$ cat src/rtl/control_unit.sv
// Multicycle RV32I control FSM: sequences PC, IR, regfile, ALU and the
// single-port memory bus with one Moore state per cycle.
module control_unit #(
    parameter logic [3:0] BOOT_STATE = 4'd0
) (
    input  logic       clk,
    input  logic       rst_n,
    input  logic [6:0] instruction_opcode,
    output logic       pc_write,
    output logic       pc_write_cond,
    output logic       ir_write,
    output logic       lorD,
    output logic       memory_read,
    output logic       memory_write,
    output logic [1:0] memory_to_reg,
    output logic       reg_write,
    output logic [1:0] alu_src_a,
    output logic [1:0] alu_src_b,
    output logic [1:0] alu_op,
    output logic       is_immediate,
    output logic       pc_source,
    output logic       illegal_instr,
    output logic [3:0] state_o
);

    localparam logic [3:0] S_FETCH    = 4'd0;
    localparam logic [3:0] S_DECODE   = 4'd1;
    localparam logic [3:0] S_MEMADR   = 4'd2;
    localparam logic [3:0] S_MEMREAD  = 4'd3;
    localparam logic [3:0] S_MEMWB    = 4'd4;
    localparam logic [3:0] S_MEMWRITE = 4'd5;
    localparam logic [3:0] S_EXECUTER = 4'd6;
    localparam logic [3:0] S_EXECUTEI = 4'd7;
    localparam logic [3:0] S_ALUWB    = 4'd8;
    localparam logic [3:0] S_BRANCH   = 4'd9;
    localparam logic [3:0] S_JAL      = 4'd10;
    localparam logic [3:0] S_JALR     = 4'd11;
    localparam logic [3:0] S_JALR_PC  = 4'd12;
    localparam logic [3:0] S_LUI      = 4'd13;
    localparam logic [3:0] S_AUIPC    = 4'd14;

    localparam logic [6:0] OP_LOAD   = 7'b0000011;
    localparam logic [6:0] OP_STORE  = 7'b0100011;
    localparam logic [6:0] OP_REG    = 7'b0110011;
    localparam logic [6:0] OP_IMM    = 7'b0010011;
    localparam logic [6:0] OP_BRANCH = 7'b1100011;
    localparam logic [6:0] OP_JAL    = 7'b1101111;
    localparam logic [6:0] OP_JALR   = 7'b1100111;
    localparam logic [6:0] OP_LUI    = 7'b0110111;
    localparam logic [6:0] OP_AUIPC  = 7'b0010111;

    logic [3:0] r_state;
    logic [3:0] w_next;
    logic [3:0] w_decode_next;
    logic       w_legal;

    always_ff @(posedge clk or negedge rst_n) begin
        if (!rst_n) begin
            r_state <= BOOT_STATE;
        end else begin
            r_state <= w_next;
        end
    end

    // Opcode dispatch used only while in DECODE.
    always_comb begin
        w_decode_next = S_FETCH;
        w_legal       = 1'b1;
        case (instruction_opcode)
            OP_LOAD:   w_decode_next = S_MEMADR;
            OP_STORE:  w_decode_next = S_MEMADR;
            OP_REG:    w_decode_next = S_EXECUTER;
            OP_IMM:    w_decode_next = S_EXECUTEI;
            OP_BRANCH: w_decode_next = S_BRANCH;
            OP_JAL:    w_decode_next = S_JAL;
            OP_JALR:   w_decode_next = S_JALR;
            OP_LUI:    w_decode_next = S_LUI;
            OP_AUIPC:  w_decode_next = S_AUIPC;
            default: begin
                w_decode_next = S_FETCH;
                w_legal       = 1'b0;
            end
        endcase
    end

    always_comb begin
        w_next = S_FETCH;
        case (r_state)
            S_FETCH:    w_next = S_DECODE;
            S_DECODE:   w_next = w_decode_next;
            S_MEMADR: begin
                if (instruction_opcode == OP_LOAD) begin
                    w_next = S_MEMREAD;
                end else if (instruction_opcode == OP_STORE) begin
                    w_next = S_MEMWRITE;
                end else begin
                    w_next = S_FETCH;
                end
            end
            S_MEMREAD:  w_next = S_MEMWB;
            S_EXECUTER: w_next = S_ALUWB;
            S_EXECUTEI: w_next = S_ALUWB;
            S_JALR:     w_next = S_JALR_PC;
            S_LUI:      w_next = S_ALUWB;
            S_AUIPC:    w_next = S_ALUWB;
            default:    w_next = S_FETCH;
        endcase
    end

    always_comb begin
        pc_write      = 1'b0;
        pc_write_cond = 1'b0;
        ir_write      = 1'b0;
        lorD          = 1'b0;
        memory_read   = 1'b0;
        memory_write  = 1'b0;
        memory_to_reg = 2'b00;
        reg_write     = 1'b0;
        alu_src_a     = 2'b00;
        alu_src_b     = 2'b00;
        alu_op        = 2'b00;
        is_immediate  = 1'b0;
        pc_source     = 1'b0;
        illegal_instr = 1'b0;
        case (r_state)
            S_FETCH: begin
                memory_read = 1'b1;
                ir_write    = 1'b1;
                pc_write    = 1'b1;
                alu_src_b   = 2'b01;
            end
            S_DECODE: begin
                alu_src_a     = 2'b10;
                alu_src_b     = 2'b10;
                illegal_instr = !w_legal;
            end
            S_MEMADR: begin
                alu_src_a = 2'b01;
                alu_src_b = 2'b10;
            end
            S_MEMREAD: begin
                memory_read = 1'b1;
                lorD        = 1'b1;
            end
            S_MEMWB: begin
                reg_write     = 1'b1;
                memory_to_reg = 2'b01;
            end
            S_MEMWRITE: begin
                memory_write = 1'b1;
                lorD         = 1'b1;
            end
            S_EXECUTER: begin
                alu_src_a = 2'b01;
                alu_op    = 2'b10;
            end
            S_EXECUTEI: begin
                alu_src_a    = 2'b01;
                alu_src_b    = 2'b10;
                alu_op       = 2'b10;
                is_immediate = 1'b1;
            end
            S_ALUWB: begin
                reg_write = 1'b1;
            end
            S_BRANCH: begin
                alu_src_a     = 2'b01;
                alu_op        = 2'b01;
                pc_write_cond = 1'b1;
                pc_source     = 1'b1;
            end
            S_JAL, S_JALR_PC: begin
                // PC already holds old_pc+4, so it is the link value.
                pc_write      = 1'b1;
                pc_source     = 1'b1;
                reg_write     = 1'b1;
                memory_to_reg = 2'b10;
            end
            S_JALR: begin
                alu_src_a = 2'b01;
                alu_src_b = 2'b10;
            end
            S_LUI: begin
                alu_src_a = 2'b11;
                alu_src_b = 2'b10;
            end
            S_AUIPC: begin
                alu_src_a = 2'b10;
                alu_src_b = 2'b10;
            end
            default: begin
                pc_write = 1'b0;
            end
        endcase
    end

    assign state_o = r_state;

endmodule

$ cat config.mk
export PLATFORM = sky130hd
export DESIGN_NAME = control_unit
export DESIGN_NICKNAME = d
export VERILOG_FILES = /design/src/rtl/control_unit.sv
export SDC_FILE = /design/constraint.sdc
export NUM_CORES = 1
export LEC_CHECK = 0
export BUFFER_PORTS_ARGS = -buffer_cell sky130_fd_sc_hd__buf_2
export CORE_MARGIN = 2
export CORE_UTILIZATION = 43
export CTS_CLUSTER_SIZE = 24
export DETAILED_ROUTE_END_ITERATION = 16
export MAX_ROUTING_LAYER = met4
export PLACE_DENSITY_LB_ADDON = 0.12
export SLEW_MARGIN = 30
export SYNTH_ARGS = -nofsm -noshare
export SYNTH_HDL_FRONTEND = slang
export SYNTH_SLANG_ARGS = --single-unit
$ cat constraint.sdc
create_clock -name clk -period 1.8 [get_ports clk]
set_clock_uncertainty 0.2 [all_clocks]
set_input_delay 0.09 -clock clk [delete_from_list [all_inputs] [get_ports clk]]
set_output_delay 0.09 -clock clk [all_outputs]
set_load 0.01 [all_outputs]
# --- Yosys cells after proc, flatten, opt, wreduce, memory -nomap -nowiden ---
# Index checks and enable logic that the tools add are counted.
word_totals:
  in_bits: 9
  reg_bits: 4
op_classes:
  mux: 19
  reduce_logical: 15
  n_eq_ne: 23
op_table:
  columns: ["operator", "count"]
  rows:
  - ["4-bit case mux with 8 select lines", 1]
  - ["4-bit == test (second input constant)", 7]
  - ["4-bit case mux with 6 select lines", 1]
  - ["7-bit by 6-bit == test with 1-bit output (second input constant)", 3]
  - ["7-bit == test (second input constant)", 3]
  - ["4-bit by 3-bit == test with 1-bit output (second input constant)", 4]
  - ["7-bit by 5-bit == test with 1-bit output (second input constant)", 2]
  - ["2-bit case mux with 2 select lines", 3]
  - ["2-bit OR reduction", 6]
  - ["1-bit two-way mux", 11]
  - ["9-bit OR reduction", 1]
  - ["4-bit by 2-bit == test with 1-bit output (second input constant)", 2]
  - ["4-bit OR reduction", 2]
  - ["7-bit by 2-bit == test with 1-bit output (second input constant)", 1]
  - ["3-bit two-way mux", 2]
  - ["2-bit case mux with 3 select lines", 1]
  - ["3-bit OR reduction", 2]
  - ["6-bit OR reduction", 1]
  - ["5-bit OR reduction", 1]
  - ["4-bit by 1-bit == test with 1-bit output (second input constant)", 1]
  - ["4-bit zero test", 1]
  - ["1-bit zero test", 1]

# --- Depth between registers and ports, before layout ---
depth:
  word_depth: 5
  ltp_mapped: 5

# --- Least setup slack after synthesis ---
# Ideal clock, no wire load.
synth_path:
  kind: "register -> output"
  from: "register r_state[0], in the netlist state_o[0]"
  to: "output pc_write"
  t_arrival_ns: 1.432
  path_buffers: 1
  path_stages_with_launch: 4
  path_slack_ns: 0.078
  path_cell_list: "dfrtp_1 clkbuf_1 nor4_1 or2_1"
synth_between:
  elab_chain_cells: 3
  elab_cells_between_ends: 5
synth_lines:
  columns: ["item", "line_no", "rtl"]
  rows:
  - ["from (decl)", "52", "logic [3:0] r_state;"]
  - ["from (signal assigned)", "61", "r_state <= w_next;"]
  - ["4-bit == test / 4-bit zero test (equally long branches)", "125", "case (r_state)"]
  - ["3-bit OR reduction (no source line) (*)", null, null]
  - ["1-bit two-way mux (*)", "125", null]
  - ["to (decl)", "9", "output logic pc_write,"]
# Mark *: on every way between the ends. The rest lies on a longest branch, timed or not.

# --- Worst setup path in the final report ---
layout_path:
  from: "register r_state[1], in the netlist state_o[1]"
  to: "output pc_write"
# The elaborated chain is that of the path after synthesis.

==> results.cfg <==
[drt]
ant_nets = 0
wire_per_inst_um = 12.3
drc_errors = 0
drt_pass1_iterations = 4
drt_iter0_drc = 6
finalWirelength_um = 1600
via_count = 710
vias_per_cell = 5.46

[place]
placed_area_um2 = 752
globalplace.congestion = 0.899
io_buffers = 30
hpwl_um = 1200
place_ws_ns = 0.143

[critical_path]
worstSetupStartpointType = register
arrival_ns = 1.42
r2r_end = state_o[1]
timing.critical_path.to_type = primary output
r2r_slack_ns = 0.18
cp-startpoint = state_o[1]
worstPathMaxFanout = 11
path_class = register to primary output
endpoint = pc_write
r2r_start = state_o[1]
cp.required_ns = 1.51
rr_worst_depth = 3

[global_routing]
antenna_found_initial = 0
grt_pass1_vias = 514
grt-ovfl-total = 0
grt_usage = 0.213
grt_max_degree = 15
grt_pass1_wl_um = 2290

[synth]
synthArstFlopShare = 1.00
yosysTopAreaCell = dfrtp_1
synthTopCellsByArea = dfrtp_1 17%, nand2b_1 6.4%, xnor2_1 5.9%, o21ai_0 5.1%, nand2_1 4.4%
synth_warnings = 0
synth-edff-count = 0
synth_seq_area_share = 0.169
ys.flop_type = dfrtp_1
synth_top_area_share = 0.169
synthesis.area_um2 = 591
ys_types = 37
ys_seq_elements = 4
synth_fp_nets = 91
synthCells = 82
avgSynthCellArea_um2 = 7.20

[sta]
fin_crit_sh = 0.951
timing.final.max_slew_violations = 0
maxSlewHeadroom = 0.686
finalHoldViolCount = 0
fmax_mhz = 584
setup_ws_ns = 0.0878
whs_ns = 0.0438
rsz0062_at_grt = yes
setup_tns_ns = 0
fin_crit_ns = 1.71
tightest_slew_ns = 0.464
setup_viol = 0

[power_and_ir_drop]
power_density_nw_per_um2 = 838
leakagePower_nw = 0.411
vdd_drop_max_mv = 0.364

[layout]
layout-drive-gt1-share = 0.400
final_common_cell = buf_2
largest_register_ffs = 4
nNetsFinal = 126
layout_common_cells = 30 x buf_2, 7 x nand2_1, 6 x o21ai_0
num_antenna_cells = 0
final_cell_area_um2 = 845
area_growth_pct = 43.0
final_util = 0.657

[clock_tree]
clkLatencyLatePin_ns = 0.23
cts_buffers = 3
htreeDepth = 1
cts_tree = yes
clkTransAtPathRegs_ns = 0.04
cts_max_path_buffers = 2
cts.sinks = 4
cts_root_buf = clkbuf_4

[hold_path]
hp-class = input port to register
min_path_cells = 3

[floorplan]
die_h_um = 41.1
coreArea_um2 = 1280
boundaryPins = 31
start_util = 0.460
placementRows = 13
die_area_um2 = 1690
fp.dieW_um = 41.1

[outcome]
outcome = complete, no violations

[flow_run]
drv_cap = 0
cell usage after synthesis, types with 2 or more instances:
| cell type | number |
|---|---|
| a21oi_1 | 3 |
| clkbuf_1 | 3 |
| nor4_1 | 2 |
| dfrtp_1 | 4 |
| buf_2 | 3 |
| nand4b_1 | 2 |
| nor2_1 | 5 |
| and3b_1 | 2 |
| nand3b_1 | 2 |
| nand2_1 | 7 |
| nor4bb_1 | 2 |
| xnor2_1 | 4 |
| nand2b_1 | 6 |
| nor3_1 | 3 |
| nand3_1 | 2 |
| nor2b_1 | 2 |
| inv_1 | 4 |
| o21ai_0 | 6 |
| a31oi_1 | 2 |
final cells by class:
cell class	instances	area [um2]
Timing Repair Buffer	38	218
Clock buffer	3	22.5
Fill cell	127	440
Inverter	4	15.0
Multi-Input combinational cell	66	468
Tap cell	15	18.8
Sequential cell	4	103
per-layer routing:
layer,GRT usage,up-vias,wire [um],part of all wire
met1,0.297,326,778,0.49
met2,0.305,16,762,0.48
met4,0.125,0,17,0.011
li1,-,366,-,-
met5,-,-,0,0
met3,0,2,40,0.025
kinds of logic after synthesis:
group / count (synthesis) / synth area share
and+or+nand+nor: 43 / 0.458
AOI/OAI and AO/OA: 19 / 0.212
buffers and inverters: 12 / 0.102
xor gates and xnor gates: 4 / 0.0593
DFF: 4 / 0.169
how the worst min path moves through the flow:
| stage | start | end | slack, ns |
|---|---|---|---|
| floorplan | rst_n | state_o[0] | -0.41 |
| global placement | rst_n | state_o[3] | -0.30 |
| detailed placement | rst_n | state_o[3] | -0.30 |
| CTS | instruction_opcode[5] | state_o[2] | 0.03 |
| global route | instruction_opcode[5] | state_o[2] | 0.06 |
| finish | instruction_opcode[5] | state_o[2] | 0.04 |
metrics by stage:
stage	instances	power [mW]
after floorplan	82	0.400
after global placement	124	0.545
after detailed placement	124	0.546
after CTS	130	0.685
after global routing	130	0.770
final	130	0.708
critical path, cell delays in order, from the launching register on:
cell and delay [ns]:
dfrtp_1 0.51, xnor2_2 0.27, nor2_1 0.07, or2_1 0.20
buf_2 0.13
where the power goes:
group / switching, mW / internal [mW]
registers: 0.0585 / 0.107
logic: 0.232 / 0.200
clock network: 0.0358 / 0.0745
timing repair:
item / 4_1_cts / 5_1_grt
setup buffers: 0 / 0
hold endpoints to repair: 5 / 0
gates resized for setup: 3 / 5
endpoints found under the setup margin: 3 / 4
hold buffers: 3 / 0
(Power assumes the default switching activity.)
